<file path="config.mk">
export PLATFORM = sky130hd
export DESIGN_NAME = mix_columns_iter
export DESIGN_NICKNAME = d
export VERILOG_FILES = /design/src/rtl/mix_columns_iter.sv
export SDC_FILE = /design/constraint.sdc
export NUM_CORES = 1
export LEC_CHECK = 0
export CAP_MARGIN = 30
export CORE_MARGIN = 2
export CORE_UTILIZATION = 45
export CTS_CLUSTER_SIZE = 10
export DETAILED_ROUTE_END_ITERATION = 8
export GPL_TIMING_DRIVEN = 0
export PLACE_DENSITY = 0.7
export SLEW_MARGIN = 10
export SYNTH_ARGS = -nofsm -noshare
export SYNTH_HDL_FRONTEND = slang
export SYNTH_SLANG_ARGS = --single-unit
</file>
<file path="constraint.sdc">
create_clock -name clk -period 5.2 [get_ports clk]
set_input_delay 1.56 -clock clk [delete_from_list [all_inputs] [get_ports clk]]
set_output_delay 1.56 -clock clk [all_outputs]
set_load 0.005 [all_outputs]
</file>
<file path="src/rtl/mix_columns_iter.sv">
// Iterative AES MixColumns engine: one 128-bit state in, forward or inverse mix,
// COLS_PER_CYCLE columns per clock, valid/ready handshake on both sides.
module mix_columns_iter #(
   parameter int unsigned COLS_PER_CYCLE = 1,
   parameter logic [8:0]  GF_POLY        = 9'h11B
) (
   input  logic         clk,
   input  logic         rst,
   input  logic         in_valid,
   output logic         in_ready,
   input  logic [127:0] in_data,
   input  logic         in_inv,
   output logic         out_valid,
   input  logic         out_ready,
   output logic [127:0] out_data,
   output logic         busy
);

   if (!(COLS_PER_CYCLE == 1 || COLS_PER_CYCLE == 2 || COLS_PER_CYCLE == 4)) begin : g_bad_cols
      $error("mix_columns_iter: COLS_PER_CYCLE must be 1, 2 or 4");
   end

   typedef enum logic [1:0] {StIdle, StBusy, StDone} state_e;

   state_e               state_q;
   logic [1:0]           k_q;
   logic                 inv_q;
   logic [3:0][31:0]     work_q;
   logic [3:0][31:0]     work_d;
   logic [127:0]         res_q;
   logic                 in_ready_q;
   logic                 out_valid_q;
   logic                 busy_q;
   logic [1:0]           col_idx;
   logic                 last_group;

   function automatic logic [7:0] xtime(input logic [7:0] x);
      return {x[6:0], 1'b0} ^ (x[7] ? GF_POLY[7:0] : 8'h00);
   endfunction

   function automatic logic [31:0] mix_col(input logic [31:0] col, input logic inv);
      logic [3:0][7:0] s, x2, x4, x8, o;
      logic [1:0]      r0, r1, r2, r3;
      s = col;
      for (int i = 0; i < 4; i++) begin
         r0     = 2'(i);
         x2[r0] = xtime(s[r0]);
         x4[r0] = xtime(x2[r0]);
         x8[r0] = xtime(x4[r0]);
      end
      for (int i = 0; i < 4; i++) begin
         r0 = 2'(i);
         r1 = r0 + 2'd1;
         r2 = r0 + 2'd2;
         r3 = r0 + 2'd3;
         if (inv) begin
            // 0e, 0b, 0d, 09 built from the x2/x4/x8 chain
            o[r0] = (x8[r0] ^ x4[r0] ^ x2[r0]) ^ (x8[r1] ^ x2[r1] ^ s[r1]) ^
                    (x8[r2] ^ x4[r2] ^ s[r2]) ^ (x8[r3] ^ s[r3]);
         end else begin
            o[r0] = x2[r0] ^ (x2[r1] ^ s[r1]) ^ s[r2] ^ s[r3];
         end
      end
      return o;
   endfunction

   always_comb begin
      work_d  = work_q;
      col_idx = k_q;
      for (int g = 0; g < int'(COLS_PER_CYCLE); g++) begin
         col_idx         = k_q + 2'(g);
         work_d[col_idx] = mix_col(work_q[col_idx], inv_q);
      end
      last_group = (k_q == 2'(4 - COLS_PER_CYCLE));
   end

   always_ff @(posedge clk) begin
      if (rst) begin
         state_q     <= StIdle;
         k_q         <= 2'd0;
         inv_q       <= 1'b0;
         work_q      <= '0;
         res_q       <= '0;
         in_ready_q  <= 1'b1;
         out_valid_q <= 1'b0;
         busy_q      <= 1'b0;
      end else begin
         unique case (state_q)
            StIdle: begin
               if (in_valid) begin
                  work_q     <= in_data;
                  inv_q      <= in_inv;
                  k_q        <= 2'd0;
                  state_q    <= StBusy;
                  in_ready_q <= 1'b0;
                  busy_q     <= 1'b1;
               end
            end
            StBusy: begin
               work_q <= work_d;
               k_q    <= k_q + 2'(COLS_PER_CYCLE);
               if (last_group) begin
                  // result register keeps the last answer visible after the handshake
                  res_q       <= work_d;
                  state_q     <= StDone;
                  busy_q      <= 1'b0;
                  out_valid_q <= 1'b1;
               end
            end
            StDone: begin
               if (out_ready) begin
                  state_q     <= StIdle;
                  out_valid_q <= 1'b0;
                  in_ready_q  <= 1'b1;
               end
            end
            default: begin
               state_q     <= StIdle;
               in_ready_q  <= 1'b1;
               out_valid_q <= 1'b0;
               busy_q      <= 1'b0;
            end
         endcase
      end
   end

   assign in_ready  = in_ready_q;
   assign out_valid = out_valid_q;
   assign out_data  = res_q;
   assign busy      = busy_q;

endmodule

</file>
==> impl_metrics.yaml, run 1 <==
sta:
  max_freq_mhz: 194
  slew_headroom_pct: 26.7
  fin_crit_ns: 5.17
  finalCritPeriodShare_pct: 99.4
  hold_ws_ns: 0.458
  hold_viol_final: 0
  final_max_slew_viol_count: 0
  grt_setup_unrepaired: "false"
  setup_viol: 0
  worst_pin_slew_ns: 1.10
  finClkSkew_ns: 0.0212
  fin_setup_tns_ns: 0
floorplanning:
  die_area_um2: 34600
  core_area_um2: 32500
  die_h_um: 186
  io_pins: 264
  start_util_pct: 45.8
  num_rows: 66
  die_w_um: 186
logic_synthesis:
  ys_ff_latch: 264
  synth_area_per_cell_um2: 9.18
  synth_edf_count: 0
  synthFlopType: "dfxtp_1"
  yosysWarnings: 0
  async_reset_ff_share_pct: 0
  yosysUniqueCellTypes: 60
  syn_area_um2: 14900
  synth_cells: 1623
  seq_area_frac_synth_pct: 35.5
  synth_nets: 1760
critical_path:
  crit_family: "XOR/XNOR gates"
  end_kind: "register"
  path_max_fanout: 10
  critPathKind: "register to register"
  r2r_end: "work_q[121]"
  rr_startpoint: "k_q[1]"
  start_kind: "register"
  cpPeakStageDelay_ns: 0.79
  rrSetupSlack_ns: 0.03
  worst_path_max_delay_cell: "xnor2_1"
  crit_path_cell_trace: "buf_2, buf_2, buf_2, mux4_2, buf_2, xnor2_4, xnor3_1, xnor2_1, o21ai_1, xnor2_1, a21oi_1, o221a_2"
  cp.arrival_ns: 5.61
  cpMostUsedCell: "buf_2"
  crit_start: "k_q[1]"
  cp.required_ns: 5.65
  worst-r2r-cell-count: 12
  path_buf_inv: 4
cts:
  cts_inserted_buffers: 31
  clock_latency_ns: 0.57
  htreeDepth: 1
  clock_path_buffers: 3
  root_buffer: "clkbuf_16"
  clk_pin_slew_ns: 0.06
  hold_buffers: 0
  cts_tree: "yes"
  clock-sinks: 264
grt:
  grt_pass1_vias: 14400
  grt_max_degree: 15
  grt_pass1_wl_mm: 100
  overflow: 0
  antenna_found_initial: 0
  grt_use_total_pct: 40.9
place:
  gp_congestion: 1.00
  io_buffers: 263
  placed_area_um2: 18100
  dp_hpwl_mm: 54.2
finish:
  area_delta_synth_final_pct: 27.9
  regArea_um2: 5290
  multi_input_area_um2: 8970
  fillers: 2923
  fin_area_um2: 19100
  num-nets-final: 2065
  drive_gt1_share_pct: 8.07
detailed_routing:
  routedWlPerCell_um: 30.4
  drc: 0
  drtIter0Drc: 2302
  num_vias: 15300
  detail-route-antenna-nets: 0
  dr.pass1.iters: 8
  vias_per_cell: 6.45
  drt_wl_total_mm: 72.3
power:
  peakVddDrop_v: 0.000310
  powerDensity_nw_per_um2: 561
  leakage_nw: 7.11
  clockPowerShare_pct: 18.7
  share_comb_of_total_power_pct: 59.9
  pwr-share-seq_pct: 21.4
  switching_share_pct: 45.0
  p_int_mw: 5.88
  power_mw: 10.7
  p_sw_mw: 4.81
min_path:
  min_delay_worst_endpoint: "out_data[40]"
  hp-class: "register to register"
  hold_depth: 2
  hold_start: "out_data[40]"
status:
  status: "finished, final reports clean"
job:
  drv_cap: 0
[cell families after synthesis]
family | after synthesis | synth area share, %
AO/OA/AOI/OAI | 420 | 19.0
buffers and inverters | 152 | 4.43
multiplexers | 67 | 7.20
adder cells (fa/ha/maj) | 4 | 0.336
flip-flops | 264 | 35.5
AND/OR/NAND/NOR | 481 | 14.0
XOR/XNOR | 235 | 19.5
[synthesized netlist by cell type (all sizes together), types with 2 or more instances]
cell	n	area, um2
a2111o	3	33.8
a2111oi	29	280
a211o	21	184
a211oi	27	218
a21o	13	97.6
a21oi	109	546
a221oi	2	17.5
a22oi	27	203
a31o	3	26.3
a31oi	20	125
and2	14	87.6
and4	15	131
buf	32	210
clkbuf	113	424
dfxtp	264	5290
ha	4	50.1
inv	7	26.3
mux2i	34	340
mux4	32	721
nand2	130	488
nand2b	4	25.0
nand3	56	280
nor2	221	832
nor2b	3	18.8
nor3	12	60.1
nor4	10	62.6
o211a	7	70.1
o211ai	7	52.6
o21a	14	105
o21ai	75	375
o221a	13	146
o22ai	32	200
o311ai	4	35.0
o31ai	3	22.5
o41ai	9	78.8
or2	5	31.3
or3	10	62.6
xnor2	123	1210
xnor3	38	858
xor2	67	673
xor3	7	166
[stage by stage]
stage,std cells,setup slack [ns],utilization (%)
finish,2377,0.0335,58.6
global route,2376,0.109,58.6
CTS,2373,0.0146,58.4
detailed placement,2334,0.0401,55.8
global placement,2328,0.119,55.6
floorplan,1623,1.88,-
[power groups by stage]
stage	clock network [mW]	logic, mW	registers, mW
6_report	2.00	6.40	2.29
5_1_grt	2.06	6.55	2.29
4_1_cts	1.98	6.10	2.27
3_5_place_dp	0	6.07	2.32
3_3_place_gp	0	5.97	2.31
2_1_floorplan	0	4.16	2.27
[area by class of cell]
type	count	share of cell area [%]
Buffer	145	3.33
Tap cell	442	2.90
Clock buffer	37	4.35
Antenna cell	1	0.0131
Sequential cell	264	27.7
Inverter	7	0.138
Multi-Input combinational cell	1207	47.1
Clock inverter	2	0.184
Timing Repair Buffer	272	14.3
[worst max path at each step]
stage                             end  slack (ns)  depth (start not counted)
after CTS                  work_q[68]        0.01                         12
after global placement     work_q[68]        0.12                         12
final                     work_q[121]        0.03                         12
after floorplan            work_q[91]        1.88                         11
after global routing      work_q[121]        0.11                         12
after detailed placement   work_q[68]        0.04                         12
[sequential cells by signal, summed over array words and instances, names as in the netlist]
register / flops
in_ready: 1
state_q: 2
work_q: 128
out_data: 128
k_q: 2
out_valid: 1
inv_q: 1
busy: 1
[worst reg2reg max path, delay by kind of cell (launching register included)]
| kind | cells | cell delay, ns |
|---|---|---|
| AOI/OAI and AO/OA | 3 | 0.53 |
| buffers and inverters | 4 | 1.67 |
| xor gates and xnor gates | 4 | 2.03 |
| DFF | 1 | 0.36 |
| muxes | 1 | 0.47 |
[placed cells by master, fill, tap and decap left out, types with 32 or more instances in the layout]
cell / synthesis / layout
clkdlybuf4s50_1: 0 / 263
o21ai_0: 71 / 71
mux4_2: 32 / 32
nor2_1: 220 / 219
mux2i_1: 34 / 34
dfxtp_1: 264 / 264
xnor3_1: 36 / 36
o22ai_1: 32 / 32
xor2_1: 60 / 60
xnor2_1: 111 / 111
clkbuf_1: 113 / 116
nand2_1: 130 / 130
nand3_1: 56 / 56
a21oi_1: 109 / 109
[repair_timing]
action	in CTS	in global routing
buffers inserted	0	0
resized for setup	0	2
setup endpoints to repair	0	9
[layer usage]
layer	GRT usage, %	share of wire [%]
met1	53.3	38
met3	10.2	12
met4	22.9	6.5
met5	0	0
met2	61.8	43
No activity file was read; power rests on OpenSTA's default activity.
==> inputs of run 2 (changes only) <==
Settings changed: CORE_UTILIZATION 45 to 50, PLACE_DENSITY 0.7 to 0.76, SKIP_LAST_GASP set to 1.
==> impl_metrics.yaml, run 2 (same netlist as run 1, synthesis figures left out) <==
critical_path:
  cp.required_ns: 5.60
  crit_path_cell_trace: "buf_2, buf_2, buf_2, mux4_2, buf_2, xnor2_2, xnor3_1, xnor2_1, o21ai_1, xnor2_1, a21oi_1, o221a_2"
  rrSetupSlack_ns: -0.1
  worst_path_max_delay_cell: "xnor2_1"
  worst-r2r-cell-count: 12
  cpMostUsedCell: "buf_2"
  cp.arrival_ns: 5.70
  critPathKind: "register to register"
  path_depth: 12
  end_kind: "register"
  start_kind: "register"
  path_buf_inv: 4
  cpPeakStageDelay_ns: 0.81
  path_max_fanout: 10
  r2r_end: "work_q[121]"
  rr_startpoint: "k_q[1]"
  crit_family: "XOR/XNOR gates"
status:
  violations: "negative setup slack"
  status: "finished with violations"
sta:
  slew_headroom_pct: 20.6
  setup_viol: 4
  max_freq_mhz: 189
  worst_pin_slew_ns: 1.19
  fin_crit_ns: 5.30
  finClkSkew_ns: 0.0244
  timing.final.ws_setup_ns: -0.0974
  hold_viol_final: 0
  final_max_slew_viol_count: 0
  fin_setup_tns_ns: -0.174
  finalCritPeriodShare_pct: 102
  grt_setup_unrepaired: "false"
place:
  dpl_worst_slack_ns: 0.325
  dp_hpwl_mm: 54.2
  io_buffers: 263
  gp_congestion: 1.02
floorplanning:
  start_util_pct: 50.5
  core_area_um2: 29500
  die_w_um: 177
  io_pins: 264
  die_area_um2: 31200
  die_h_um: 177
  num_rows: 63
finish:
  regArea_um2: 5290
  num-nets-final: 2066
  layout_common_cells: "dfxtp_1 (264), clkdlybuf4s50_1 (263), nor2_1 (220), nand2_1 (130), clkbuf_1 (118)"
  fillers: 2524
  area_delta_synth_final_pct: 27.9
  final_common_cell: "dfxtp_1"
  drive_gt1_share_pct: 8.15
  antenna_cells: 0
  multi_input_area_um2: 8950
cts:
  htreeDepth: 2
  clock-sinks: 264
  clock_latency_ns: 0.52
  cts_setup_buffers: 0
  clk_pin_slew_ns: 0.06
  cts.repair.resized: 0
  cts_inserted_buffers: 34
  cts_tree: "yes"
  hold_buffers: 0
  clock_path_buffers: 3
  root_buffer: "clkbuf_16"
grt:
  grt_use_total_pct: 45.4
  grt_max_degree: 11
  antenna_found_initial: 0
  overflow: 0
  grt_pass1_wl_mm: 101
  grt_pass1_vias: 14800
min_path:
  hp-class: "register to register"
  min_delay_worst_endpoint: "out_data[69]"
  hold_depth: 2
  hold_start: "out_data[69]"
detailed_routing:
  drc: 0
  routedWlPerCell_um: 31.1
  drtIter0Drc: 2606
  dr.pass1.iters: 7
  vias_per_cell: 6.65
  detail-route-antenna-nets: 0
  drt_wl_total_mm: 72.5
  num_vias: 15500
job:
  drv_cap: 0
power:
  leakage_nw: 7.14
  peakVddDrop_v: 0.000322
  powerDensity_nw_per_um2: 568
[run 2: cell types whose count changed in the layout (fill, tap and decap cells not counted), sizes merged]
cell | previous run | this run
diode | 1 | 0
clkbuf | 150 | 154
buf | 41 | 39
inv | 7 | 9
clkinvlp | 0 | 1
[run 2: worst max path at each step]
stage                start           to  slack (ns)
CTS                 k_q[1]  work_q[121]        0.31
floorplan           k_q[0]   work_q[91]        1.88
detailed placement  k_q[1]  work_q[121]        0.33
global placement    k_q[1]   work_q[68]        0.33
global route        k_q[1]  work_q[121]        0.08
finish              k_q[1]  work_q[121]        -0.1
[run 2: power by group]
group	total, mW	internal [mW]	switching (mW)
logic	6.36	2.56	3.81
clock network	2.17	1.27	0.896
registers	2.29	2.16	0.134
total	10.8	5.99	4.84
[run 2: tightest hold or removal path, stage by stage (launching register included)]
cell	delay (ns)
dfxtp_1	0.30
nand2_1	0.05
a21oi_1	0.06
[run 2: cell type report]
type                       instances  area share, %
multi-input combinational       1207           47.0
clock inverter                     5          0.315
tap                              390           2.56
buffer                           145           3.33
inverter                           7          0.138
clock buffer                      41           4.77
sequential                       264           27.7
timing repair buffer             270           14.2
[run 2: per-stage QoR]
stage | instances | instance area, um2 | hold WS (ns) | utilization (%) | total power, mW
final | 2329 | 19100 | 0.459 | 64.6 | 10.8
after global routing | 2329 | 19100 | 0.472 | 64.6 | 11.0
after CTS | 2326 | 19000 | 0.458 | 64.5 | 10.5
after detailed placement | 2280 | 18100 | 0.449 | 61.3 | 8.36
after global placement | 2276 | 18000 | 0.442 | 61.1 | 8.29
after floorplan | 1623 | 14900 | 0.437 | - | 6.43
[run 2: routing by layer]
metal	wire, um	vias to the layer above	global-route usage [%]
met4	5560	0	28.1
li1	-	6395	-
met3	10000	356	13.3
met2	31000	1337	68.9
met5	0	-	0
met1	25900	7395	56.7
